### config.mk
export PLATFORM = sky130hd
export DESIGN_NAME = alu_muldiv_seq_flat
export DESIGN_NICKNAME = d
export VERILOG_FILES = /design/src/rtl/alu_muldiv_seq_if.sv /design/src/rtl/alu_muldiv_seq.sv /design/src/flat_wrapper.sv
export SDC_FILE = /design/constraint.sdc
export NUM_CORES = 1
export LEC_CHECK = 0
export BUFFER_PORTS_ARGS = -buffer_cell sky130_fd_sc_hd__buf_2
export CAP_MARGIN = 20
export CORE_MARGIN = 2
export CORE_UTILIZATION = 54
export DETAILED_ROUTE_END_ITERATION = 8
export GPL_ROUTABILITY_DRIVEN = 1
export GPL_TIMING_DRIVEN = 0
export PLACE_DENSITY = 0.81
export SYNTH_ARGS = -nofsm -noshare
export SYNTH_HDL_FRONTEND = slang
export SYNTH_SLANG_ARGS = --single-unit
### constraint.sdc
create_clock -name clk -period 2.35 [get_ports clk]
set_clock_uncertainty 0.1 [all_clocks]
set_input_delay 0.235 -clock clk [delete_from_list [all_inputs] [get_ports clk]]
set_output_delay 0.235 -clock clk [all_outputs]
set_load 0.02 [all_outputs]
### src/rtl/alu_muldiv_seq_if.sv
// Request/result and ALU-drive bundle for the multiply/divide sequencer.
// Single-cycle signal grouping only, so it adds no latency.
// No backpressure: start is a pulse that the sequencer samples only when idle.
//
// master : requester plus the ALU (drives start/op/opa/opb and alu_Out/alu_Ofl)
// slave  : the sequencer (drives busy/done/results and all ALU control/operands)
interface alu_muldiv_seq_if #(
  parameter int WIDTH = 16
);
  logic             start;
  logic             op;
  logic [WIDTH-1:0] opa;
  logic [WIDTH-1:0] opb;
  logic             busy;
  logic             done;
  logic [WIDTH-1:0] result_hi;
  logic [WIDTH-1:0] result_lo;
  logic             div_by_zero;
  logic [WIDTH-1:0] alu_InA;
  logic [WIDTH-1:0] alu_InB;
  logic             alu_Cin;
  logic [2:0]       alu_Oper;
  logic             alu_invA;
  logic             alu_invB;
  logic             alu_sign;
  logic [WIDTH-1:0] alu_Out;
  logic             alu_Ofl;

  modport master (
    output start, op, opa, opb, alu_Out, alu_Ofl,
    input  busy, done, result_hi, result_lo, div_by_zero,
    input  alu_InA, alu_InB, alu_Cin, alu_Oper, alu_invA, alu_invB, alu_sign
  );

  modport slave (
    input  start, op, opa, opb, alu_Out, alu_Ofl,
    output busy, done, result_hi, result_lo, div_by_zero,
    output alu_InA, alu_InB, alu_Cin, alu_Oper, alu_invA, alu_invB, alu_sign
  );
endinterface

### src/rtl/alu_muldiv_seq.sv
// Unsigned 16x16 shift-add multiply / 16/16 restoring divide reusing the shared ALU adder.
// Latency: start to done 17 cycles (16 RUN + 1 DONE); divide by zero 1 cycle.
// No backpressure or queuing: start is ignored outside IDLE; results hold until next accepted start.
//
// Ports: clk, rst_n (async active-low); bus (slave modport) carries start/op/opa/opb,
// busy/done/result_hi/result_lo/div_by_zero, and the ALU operand/control outputs with
// alu_Out/alu_Ofl coming back from the ALU.
module alu_muldiv_seq #(
  parameter int WIDTH = 16,
  parameter int CNT_W = 4
) (
  input logic              clk,
  input logic              rst_n,
  alu_muldiv_seq_if.slave  bus
);

  typedef enum logic [1:0] {
    IDLE = 2'd0,
    RUN  = 2'd1,
    DONE = 2'd2
  } state_t;

  state_t             state_q;
  state_t             state_d;

  logic [WIDTH-1:0]   a_q;      // partial product high half / partial remainder
  logic [WIDTH-1:0]   q_q;      // multiplier shifting out / quotient shifting in
  logic [WIDTH-1:0]   m_q;      // multiplicand / divisor
  logic               op_q;
  logic [CNT_W-1:0]   cnt_q;
  logic [WIDTH-1:0]   res_hi_q;
  logic [WIDTH-1:0]   res_lo_q;
  logic               dbz_q;

  logic               start_div0;
  logic               last_iter;
  logic [WIDTH-1:0]   div_r;
  logic               div_accept;
  logic [WIDTH-1:0]   a_nxt;
  logic [WIDTH-1:0]   q_nxt;

  assign start_div0 = bus.start && bus.op && (bus.opb == '0);
  assign last_iter  = (cnt_q == '1);

  // Divide: shift one dividend bit into the remainder. The bit shifted out of
  // A (r16) means R already exceeds any 16-bit divisor, so subtraction is
  // accepted regardless of the adder carry.
  assign div_r      = {a_q[WIDTH-2:0], q_q[WIDTH-1]};
  assign div_accept = a_q[WIDTH-1] | bus.alu_Ofl;

  always_comb begin
    a_nxt = a_q;
    q_nxt = q_q;
    if (op_q) begin
      if (div_accept) begin
        a_nxt = bus.alu_Out;
        q_nxt = {q_q[WIDTH-2:0], 1'b1};
      end else begin
        a_nxt = div_r;
        q_nxt = {q_q[WIDTH-2:0], 1'b0};
      end
    end else begin
      // Multiply: the adder carry becomes the new MSB of the 33-bit {C,A,Q} shift.
      if (q_q[0]) begin
        {a_nxt, q_nxt} = {bus.alu_Ofl, bus.alu_Out, q_q[WIDTH-1:1]};
      end else begin
        {a_nxt, q_nxt} = {1'b0, a_q, q_q[WIDTH-1:1]};
      end
    end
  end

  // State register
  always_ff @(posedge clk or negedge rst_n) begin
    if (!rst_n) begin
      state_q <= IDLE;
    end else begin
      state_q <= state_d;
    end
  end

  // Next-state logic
  always_comb begin
    state_d = state_q;
    case (state_q)
      IDLE: begin
        if (bus.start) begin
          state_d = start_div0 ? DONE : RUN;
        end
      end
      RUN: begin
        if (last_iter) begin
          state_d = DONE;
        end
      end
      DONE:    state_d = IDLE;
      default: state_d = IDLE;
    endcase
  end

  // Output logic: the ALU is only driven with live operands while in RUN.
  always_comb begin
    bus.busy     = 1'b0;
    bus.done     = 1'b0;
    bus.alu_InA  = '0;
    bus.alu_InB  = '0;
    bus.alu_Cin  = 1'b0;
    bus.alu_invB = 1'b0;
    case (state_q)
      RUN: begin
        bus.busy    = 1'b1;
        bus.alu_InB = m_q;
        if (op_q) begin
          // R - M computed as R + ~M + 1
          bus.alu_InA  = div_r;
          bus.alu_invB = 1'b1;
          bus.alu_Cin  = 1'b1;
        end else begin
          bus.alu_InA  = a_q;
        end
      end
      DONE:    bus.done = 1'b1;
      default: ;
    endcase
  end

  assign bus.alu_Oper    = 3'b100;
  assign bus.alu_invA    = 1'b0;
  assign bus.alu_sign    = 1'b0;
  assign bus.result_hi   = res_hi_q;
  assign bus.result_lo   = res_lo_q;
  assign bus.div_by_zero = dbz_q;

  // Datapath and result registers
  always_ff @(posedge clk or negedge rst_n) begin
    if (!rst_n) begin
      a_q      <= '0;
      q_q      <= '0;
      m_q      <= '0;
      op_q     <= 1'b0;
      cnt_q    <= '0;
      res_hi_q <= '0;
      res_lo_q <= '0;
      dbz_q    <= 1'b0;
    end else begin
      case (state_q)
        IDLE: begin
          if (bus.start) begin
            if (start_div0) begin
              res_lo_q <= '1;
              res_hi_q <= bus.opa;
              dbz_q    <= 1'b1;
            end else begin
              a_q   <= '0;
              q_q   <= bus.opa;
              m_q   <= bus.opb;
              op_q  <= bus.op;
              cnt_q <= '0;
              dbz_q <= 1'b0;
            end
          end
        end
        RUN: begin
          a_q   <= a_nxt;
          q_q   <= q_nxt;
          cnt_q <= cnt_q + CNT_W'(1);
          if (last_iter) begin
            res_hi_q <= a_nxt;
            res_lo_q <= q_nxt;
          end
        end
        default: ;
      endcase
    end
  end

endmodule

### src/flat_wrapper.sv
// flat-port wrapper written by rule: the top's interface ports become plain ports
module alu_muldiv_seq_flat 
#(
  parameter int WIDTH = 16,
  parameter int CNT_W = 4
)
  (clk, rst_n, bus_start, bus_op, bus_opa, bus_opb, bus_alu_Out, bus_alu_Ofl, bus_busy, bus_done, bus_result_hi, bus_result_lo, bus_div_by_zero, bus_alu_InA, bus_alu_InB, bus_alu_Cin, bus_alu_Oper, bus_alu_invA, bus_alu_invB, bus_alu_sign);
  alu_muldiv_seq_if #(.WIDTH(WIDTH)) bus_i ();
  input logic clk;
  input logic rst_n;
  input wire logic [$bits(bus_i.start)-1:0] bus_start;
  input wire logic [$bits(bus_i.op)-1:0] bus_op;
  input wire logic [$bits(bus_i.opa)-1:0] bus_opa;
  input wire logic [$bits(bus_i.opb)-1:0] bus_opb;
  input wire logic [$bits(bus_i.alu_Out)-1:0] bus_alu_Out;
  input wire logic [$bits(bus_i.alu_Ofl)-1:0] bus_alu_Ofl;
  output wire logic [$bits(bus_i.busy)-1:0] bus_busy;
  output wire logic [$bits(bus_i.done)-1:0] bus_done;
  output wire logic [$bits(bus_i.result_hi)-1:0] bus_result_hi;
  output wire logic [$bits(bus_i.result_lo)-1:0] bus_result_lo;
  output wire logic [$bits(bus_i.div_by_zero)-1:0] bus_div_by_zero;
  output wire logic [$bits(bus_i.alu_InA)-1:0] bus_alu_InA;
  output wire logic [$bits(bus_i.alu_InB)-1:0] bus_alu_InB;
  output wire logic [$bits(bus_i.alu_Cin)-1:0] bus_alu_Cin;
  output wire logic [$bits(bus_i.alu_Oper)-1:0] bus_alu_Oper;
  output wire logic [$bits(bus_i.alu_invA)-1:0] bus_alu_invA;
  output wire logic [$bits(bus_i.alu_invB)-1:0] bus_alu_invB;
  output wire logic [$bits(bus_i.alu_sign)-1:0] bus_alu_sign;
  assign bus_i.start = bus_start;
  assign bus_i.op = bus_op;
  assign bus_i.opa = bus_opa;
  assign bus_i.opb = bus_opb;
  assign bus_i.alu_Out = bus_alu_Out;
  assign bus_i.alu_Ofl = bus_alu_Ofl;
  assign bus_busy = bus_i.busy;
  assign bus_done = bus_i.done;
  assign bus_result_hi = bus_i.result_hi;
  assign bus_result_lo = bus_i.result_lo;
  assign bus_div_by_zero = bus_i.div_by_zero;
  assign bus_alu_InA = bus_i.alu_InA;
  assign bus_alu_InB = bus_i.alu_InB;
  assign bus_alu_Cin = bus_i.alu_Cin;
  assign bus_alu_Oper = bus_i.alu_Oper;
  assign bus_alu_invA = bus_i.alu_invA;
  assign bus_alu_invB = bus_i.alu_invB;
  assign bus_alu_sign = bus_i.alu_sign;
  alu_muldiv_seq #(.WIDTH(WIDTH), .CNT_W(CNT_W)) u_core (.clk(clk), .rst_n(rst_n), .bus(bus_i));
endmodule
* After elaboration in Yosys (flattened, before gate mapping) *
Index checks and enable logic that the tools add are counted.

word-level totals
  output and inout bits = 74
  bits in registers = 88
  logic and storage cells = 64

cells by class
  add/sub/neg operators = 1
  eq/ne operators = 7
  bitwise logic cells = 2
  mux-type cells = 35
  reductions and logical operators = 10

operator list
  operator               number
  $mux W16               18
  $pmux W16 S2           4
  $logic_not A16 Y1      1
  $mux W4                2
  $pmux W4 S2            1
  $mux W1                6
  $mux W2                3
  $reduce_and A3 Y1      2
  $add A4 B1 Y4 const B  1
  $eq A4 B4 Y1 const B   1
  $ne A2 B1 Y1 const B   2
  $ne A2 B2 Y1 const B   2
  $pmux W2 S2            1
  $reduce_and A2 Y1      2
  $reduce_and A4 Y1      1
  $eq A2 B1 Y1 const B   1
  $eq A2 B2 Y1 const B   1
  $logic_and A1 B1 Y1    2
  $logic_not A2 Y1       1
  $reduce_bool A2 Y1     1
  $not A1 Y1             1
  $or A1 B1 Y1           1

* Depth between registers and ports, before layout *
Gate-level depths: netlist of run 1.

  depth after elaboration = 5
  gate-level depth with buffers = 7

* Worst setup path before layout of run 1 *
Ideal clock, no wire load.

  kind = flip-flop to output port
  start = reg u_core.state_q[1]
  end = out bus_alu_invB
  stages on the path, launching flop included = 7
  data arrival time = 1632 ps
  slack = 383 ps
  required time = 2015 ps
  path buffers = 4
  path through = dfrtp_1 nand2b_1 clkbuf_1 clkbuf_1 buf_1 nor2_1 buf_4

between the ends
  cells in the longest elaborated chain, start to end = 2

RTL lines
  element                   RTL line              source
  start: declaration        alu_muldiv_seq.sv:23  state_t state_q;
  start signal: assignment  alu_muldiv_seq.sv:77  state_q <= state_d;
  $eq A2 B1 Y1              -
  $mux W1                   -
  end: declaration          flat_wrapper.sv:27    output wire logic [$bits(bus_i.alu_invB)-1:0] bus_alu_invB;

Every way passes these cells.

* Worst setup path after layout of run 1 *
  start = reg u_core.op_q
  end = out bus_alu_InA[1]

between the ends
  cells in the longest elaborated chain, start to end = 2

RTL lines
  element                   RTL line               source
  start: declaration        alu_muldiv_seq.sv:29   logic op_q;
  start signal: assignment  alu_muldiv_seq.sv:156  op_q <= bus.op;
  $mux W16                  alu_muldiv_seq.sv:112  if (op_q) begin
  $mux W16                  alu_muldiv_seq.sv:108  case (state_q)
  end: declaration          flat_wrapper.sv:22     output wire logic [$bits(bus_i.alu_InA)-1:0] bus_alu_InA;

Every way passes these cells.

==> metrics, run 1 <==
CTS tree yes; clock network latency to the later pin of the worst-skew pair 0.38 ns; clock transition at the registers of the reported paths 0.10 ns; TritonCTS Sinks 88; path length in cells of the critical path 6; slowest CP cell dfrtp_1; r2r worst-path depth 6; LEAKAGE 3.08 nW; post-synth cell types 46; I/O Buffers 121; drt total wl 13700 µm; Max Cap Violations 0; Setup crit end bus_alu_InA[1]; initial antenna violation count 0; DRT iter0 DRCs 361; gr usage total 27.3%; combinational share of power 60.5%; TritonCTS Buffers 9; share of the synthesized area in the top cell type 43.3%; slack of the critical path 0.0829 ns; root buffer cell clkbuf_8; ratio of final minimum period to clock period 96.5%; Die X 101 µm; # IOs 127; Max rail drop VDD 876 µV; Seq cells post-synth 88; Crit path largest cell delay roughly 0.38 ns; worst slew pin tran roughly 0.58 ns; layout cell share with drive strength beyond 1 34.5%; biggest area consumer among synthesized cells dfrtp_1; Hold Fails Final Rpt 0; drt drc 0; Initial Util between 50% and 60%; crit path cell chain clkbuf_4 -> clkbuf_4 -> buf_4 -> mux2i_2 -> nor2_1 -> buf_2; Synth area leaders dfrtp_1 (43%), mux2_4 (8.3%), mux2i_1 (6.1%), nand2_1 (3.6%), mux2_2 (3.5%); Fmax roughly 440 MHz; Tot Pwr between 9 and 10 mW; sequential share of the synthesized area 43.3%; WS Path Type reg -> out; Max Slew Vio Count 0; status finished clean; # diodes 0; CP max FO 10; fin crit period about 2.3 ns; area grow syn2layout 20.7%; Pwr Density 1540 mW/mm²; Hold WC Path Type in -> reg; Ys Warns 0; Clock power frac between 10% and 20%; Worst Min Path Start bus_opb[1]; DR vias/cell 5.88; layout filler cell count 768; Mapped Area just over 0.005 mm²; post-placement worst setup slack between 0.01 and 0.015 ns; core area 0.00920 mm²; wire per inst 18.7 µm; Critical path buffers and inverters 4; largest net degree at the start of global routing 68; First-pass DRT Iterations 5; clk buf depth 2; worst reg2reg setup slack roughly 0.3 ns; Synth Instances 480; placed cells ~720; Congestion Overflow GR 0; reg-to-reg endpoint u_core.bus.result_hi[11]; number of global-route vias before repair around 4300; Top cell by count, worst path clkbuf_4; Seq pwr share 28.3%; Die H 101 µm; Total Nets Final a little under 700; EDFF count, synth 0; final setup fails 0; GPL Wtd Cong 0.910; P_sw 4.45 mW; via count 4321; Post-DRT Antenna Nets 0; Crit. End Element output pin; hold depth 2; maximum level of the CTS H-tree 3; critical path startpoint category flop; Finished Layout Cells 735; Die Area 0.0102 mm²; first-pass GRT wire length 21600 µm; Worst EP arrival 1.93 ns; sw frac a little under half; fin util 66.7%; FP Rows 35; Detail Placement HPWL 10000 µm; Worst EP required 2.02 ns; Post-synth ARST share 100%; top_reg_cell synth dfrtp_1; Int Power 4.98 mW; Worst slew margin 61.1%; Worst path top cell family by delay buffers and inverters; R2R Path Start u_core.q_q[0]; Crit. Startpoint u_core.op_q; Mean Syn Cell Area between 10 and 15 µm²
cell usage after synthesis (15+ instances only):
cell type,n
and2_1,17
clkbuf_1,23
dfrtp_1,88
inv_1,31
mux2_2,16
mux2_4,28
mux2i_1,31
nand2_1,49
nor2_1,23
o21ai_0,32
o311a_1,15
o31ai_1,15
o32ai_1,15
layout make-up:
cell class              count  area, µm²  share of cell area, %
multi-input cells         316       2500                   40.8
flip-flops and latches     88       2200                   35.9
repair buffers            127        693                   11.3
plain buffers              44        280                   4.57
well taps                 111        139                   2.26
clock buffers               9        124                   2.02
inverters                  33        124                   2.02
clock inverters             7       71.3                   1.16
flip-flops by register name (all words and copies together), names as in the netlist:
| name | flops |
|---|---|
| u_core.a_q | 16 |
| u_core.bus.result_hi | 16 |
| u_core.bus.result_lo | 16 |
| u_core.m_q | 16 |
| u_core.q_q | 16 |
| u_core.cnt_q | 4 |
| u_core.state_q | 2 |
| u_core.bus.div_by_zero | 1 |
| u_core.op_q | 1 |
how the worst min path moves through the flow:
stage                         endpoint  slack, ns
6_report                 u_core.m_q[1]      0.009
5_1_grt                  u_core.m_q[1]       0.01
4_1_cts                  u_core.m_q[1]      0.004
3_5_place_dp   u_core.bus.result_lo[3]       0.05
3_3_place_gp            u_core.m_q[14]       0.37
2_1_floorplan            u_core.a_q[0]      -0.16
layout by cell type (no fill, tap or decap), types with 5 or more instances in the layout:
cell type,netlist,final
o211ai_1,14,14
o211a_1,14,14
buf_4,8,14
dfrtp_1,88,88
mux2_2,16,16
conb_1,2,5
mux2_4,28,28
inv_1,31,31
o311a_1,15,15
nor2_1,23,23
o31ai_1,15,15
and2_1,17,17
clkbuf_8,0,9
clkbuf_1,23,20
mux2_1,9,9
o21ai_0,32,32
o32ai_1,15,15
mux2i_1,31,30
buf_2,8,124
nand2_1,49,49
power by group through the flow:
stage	clock network, mW	registers (mW)	logic (mW)
floorplan	0	2.87	3.75
CTS	1.07	2.66	5.65
global route	1.14	2.76	6.17
detailed placement	0	2.69	5.58
global placement	0	2.65	5.46
finish	1.05	2.67	5.70
cell families (layout without fill, tap and decap cells):
kind of cell,after synthesis,after routing,synth area share (%)
flip-flops,88,88,43.3
multiplexers,84,84,19.9
buffers and inverters,79,220,7.73
AND/OR/NAND/NOR,106,106,10.2
AO/OA/AOI/OAI,119,119,18.2
other,2,5,0.148
adder cells (fa/ha/maj),1,1,0.246
XOR/XNOR,1,1,0.172
per-stage QoR:
step	hold WS, ns	setup TNS (ns)	cell area, µm²
floorplan	-0.161	0	5090
global placement	0.366	0	5840
detailed placement	0.0542	0	5870
CTS	0.00409	0	6100
global route	0.00963	-0.00716	6140
finish	0.00924	0	6140
worst reg2reg max path, stage by stage, from the launching register on:
cell and delay, ns:
dfrtp_1 0.33, clkbuf_1 0.27, clkbuf_1 0.45, nand2_1 0.12, o211a_1 0.17, o31ai_1 0.35
mux2_4 0.22
what timing repair did:
action,4_1_cts,5_1_grt
hold endpoints to repair,23,0
pin swaps,0,1
resized for setup,6,6
hold buffers,3,0
buffers inserted,0,2
setup endpoints to repair,18,45
metal layers:
layer	global-route usage, %	vias to the layer above	share of wire (%)
met5	0	-	0
met4	10.6	0	2.5
met3	4.44	29	7.5
met2	43.6	229	48
met1	37.2	2076	42
li1	-	1987	-
Note: power is estimated with default switching activity, not from simulation.
==> inputs of run 2 (changes only) <==
==> constraint.sdc (replaced) <==
create_clock -name clk -period 2.5 [get_ports clk]
set_clock_uncertainty 0.1 [all_clocks]
set_input_delay 0.25 -clock clk [delete_from_list [all_inputs] [get_ports clk]]
set_output_delay 0.25 -clock clk [all_outputs]
set_load 0.02 [all_outputs]
==> run 2 against run 1 <==
Compared with the run above: final area is 0.88% lower; largest cell class unchanged; global-route usage decreased by 0.059 points; clock-buffer cell count is the same; highest routed layer unchanged; clock power fell by 5%; critical endpoint unchanged; critical path type unchanged.
==> metrics, run 2 (same netlist as run 1, synthesis figures left out) <==
Max Cap Violations 0 (unchanged); cell area after layout 0.00608 mm² (was 0.00614 mm²); worst slew pin tran 0.576 ns (was 0.584 ns); drt total wl 13700 µm (about the same); CP max FO 10 (unchanged); clock transition at the registers of the reported paths 0.10 ns (about the same); Worst slew margin 61.6% (was 61.1%); status finished clean (unchanged); ratio of final minimum period to clock period 95.5%; most common cell after layout, fill and taps aside buf_2 (unchanged); fin crit period 2.39 ns; Worst path top cell family by delay buffers and inverters (unchanged); Max Slew Vio Count 0 (unchanged); commonest non-fill, non-tap cells in the layout buf_2 (126), dfrtp_1 (88), nand2_1 (49) (was buf_2 (124), dfrtp_1 (88), nand2_1 (49)); Tot Pwr 8.84 mW (was 9.43 mW); root buffer cell clkbuf_8 (unchanged); maximum level of the CTS H-tree 3 (unchanged); Worst EP required 2.15 ns (was 2.02 ns); DRT iter0 DRCs 309 (was 361); setup TNS 0 ns (unchanged); number of global-route vias before repair 4240 (was 4255); drt drc 0 (unchanged); TritonCTS Sinks 88 (unchanged); Fmax 419 MHz; area grow syn2layout 19.7% (was 20.7%); WS Path Type reg -> out (unchanged); FP Rows 35 (unchanged); DR vias/cell 5.89 (was 5.88); first-pass GRT wire length 21600 µm (about the same); largest net degree at the start of global routing 68 (unchanged); I/O Buffers 121 (unchanged); Critical path buffers and inverters 4 (unchanged); Congestion Overflow GR 0 (unchanged); Crit path largest cell delay 0.37 ns (was 0.38 ns); core area 0.00920 mm² (unchanged); Crit. End Element output pin (unchanged); final setup fails 0 (unchanged); initial antenna violation count 0 (unchanged); First-pass DRT Iterations 5 (unchanged); layout filler cell count 783 (was 768); clk buf depth 2 (unchanged); Hold Fails Final Rpt 0 (unchanged); TritonCTS Buffers 9 (unchanged); dpl cell area 0.00587 mm² (unchanged); Top cell by count, worst path buf_2 (was clkbuf_4); GPL Wtd Cong 0.910 (unchanged); Worst EP arrival 2.04 ns (was 1.93 ns); Post-DRT Antenna Nets 0 (unchanged); critical path startpoint category flop (unchanged); Hold WC Path Type in -> reg (unchanged); Total Nets Final 670 (was 673); RSZ-0062 raised after global routing false; Die H 101 µm (unchanged); LEAKAGE 3.06 nW (was 3.08 nW); Post-CTS Setup Inserts 0 (unchanged); Initial Util 55.3% (unchanged); Die Area 0.0102 mm² (unchanged); Detail Placement HPWL 10000 µm (unchanged); CTS tree yes (unchanged); Die X 101 µm (unchanged); gr usage total 27.2% (was 27.3%); # diodes 0 (unchanged); Pwr Density 1450 mW/mm² (was 1540 mW/mm²); layout cell share with drive strength beyond 1 34.0% (was 34.5%); crit path cell chain buf_2 -> buf_2 -> clkbuf_4 -> mux2i_1 -> nor2_1 -> buf_2 (was clkbuf_4 -> clkbuf_4 -> buf_4 -> mux2i_2 -> nor2_1 -> buf_2); # IOs 127 (unchanged); via count 4313 (was 4321); clock network latency to the later pin of the worst-skew pair 0.38 ns (about the same); Max rail drop VDD 832 µV (was 876 µV); slowest CP cell dfrtp_1 (unchanged); wire per inst 18.7 µm (about the same)
==> run 2: path summary, 6_finish.rpt <==
path | startpoint | end | slack (ns) | cells past startpoint
worst max-delay path | u_core.op_q | bus_alu_InA[1] | 0.11 | 6
worst min-delay path | bus_opb[14] | u_core.m_q[14] | 0.006 | 2
worst max register to register | u_core.state_q[1] | u_core.bus.result_lo[1] | 0.46 | 6
worst min register to register | u_core.m_q[6] | u_core.m_q[6] | 0.39 | 1
max in group asynchronous | rst_n | u_core.m_q[9] | 1.48 | 3
min in group asynchronous | rst_n | u_core.bus.result_lo[3] | 0.19 | 2
==> run 2: per-layer routing <==
| metal | global-route usage (%) | wire [µm] | up-vias |
|---|---|---|---|
| met2 | 43.3 | 6440 | 216 |
| met5 | 0 | 0 | - |
| li1 | - | - | 1983 |
| met4 | 11.1 | 367 | 0 |
| met1 | 37.1 | 5870 | 2085 |
| met3 | 4.37 | 1020 | 29 |
==> run 2: per-stage QoR <==
stage	utilization [%]	setup slack (ns)	hold slack [ns]	cells
floorplan	-	0.518	-0.146	483
global placement	63.5	0.210	0.366	715
detailed placement	63.8	0.147	0.0692	716
CTS	66.0	0.0681	0.00609	732
global route	66.1	0.00104	0.0238	732
finish	66.1	0.113	0.00598	732
==> run 2: cell type report <==
| type | count | area [µm²] | area share, % |
|---|---|---|---|
| Buffer | 45 | 278 | 4.57 |
| Clock inverter | 7 | 71.3 | 1.17 |
| Clock buffer | 9 | 124 | 2.04 |
| Timing Repair Buffer | 123 | 646 | 10.6 |
| Sequential cell | 88 | 2200 | 36.2 |
| Multi-Input combinational cell | 316 | 2500 | 41.1 |
| Inverter | 33 | 124 | 2.04 |
| Tap cell | 111 | 139 | 2.28 |
==> run 2: power by group <==
part	total [mW]	internal, mW	leakage (nW)	switching (mW)
logic	5.34	2.16	1.92	3.18
registers	2.50	2.11	1.04	0.398
clock network	0.999	0.393	0.0999	0.607
total	8.84	4.66	3.06	4.18
==> run 2: repair_timing <==
item,in CTS,in global routing
gates cloned,0,0
setup endpoints to repair,15,7
endpoints found under the hold margin,21,0
resized for setup,2,5
hold buffers,1,0
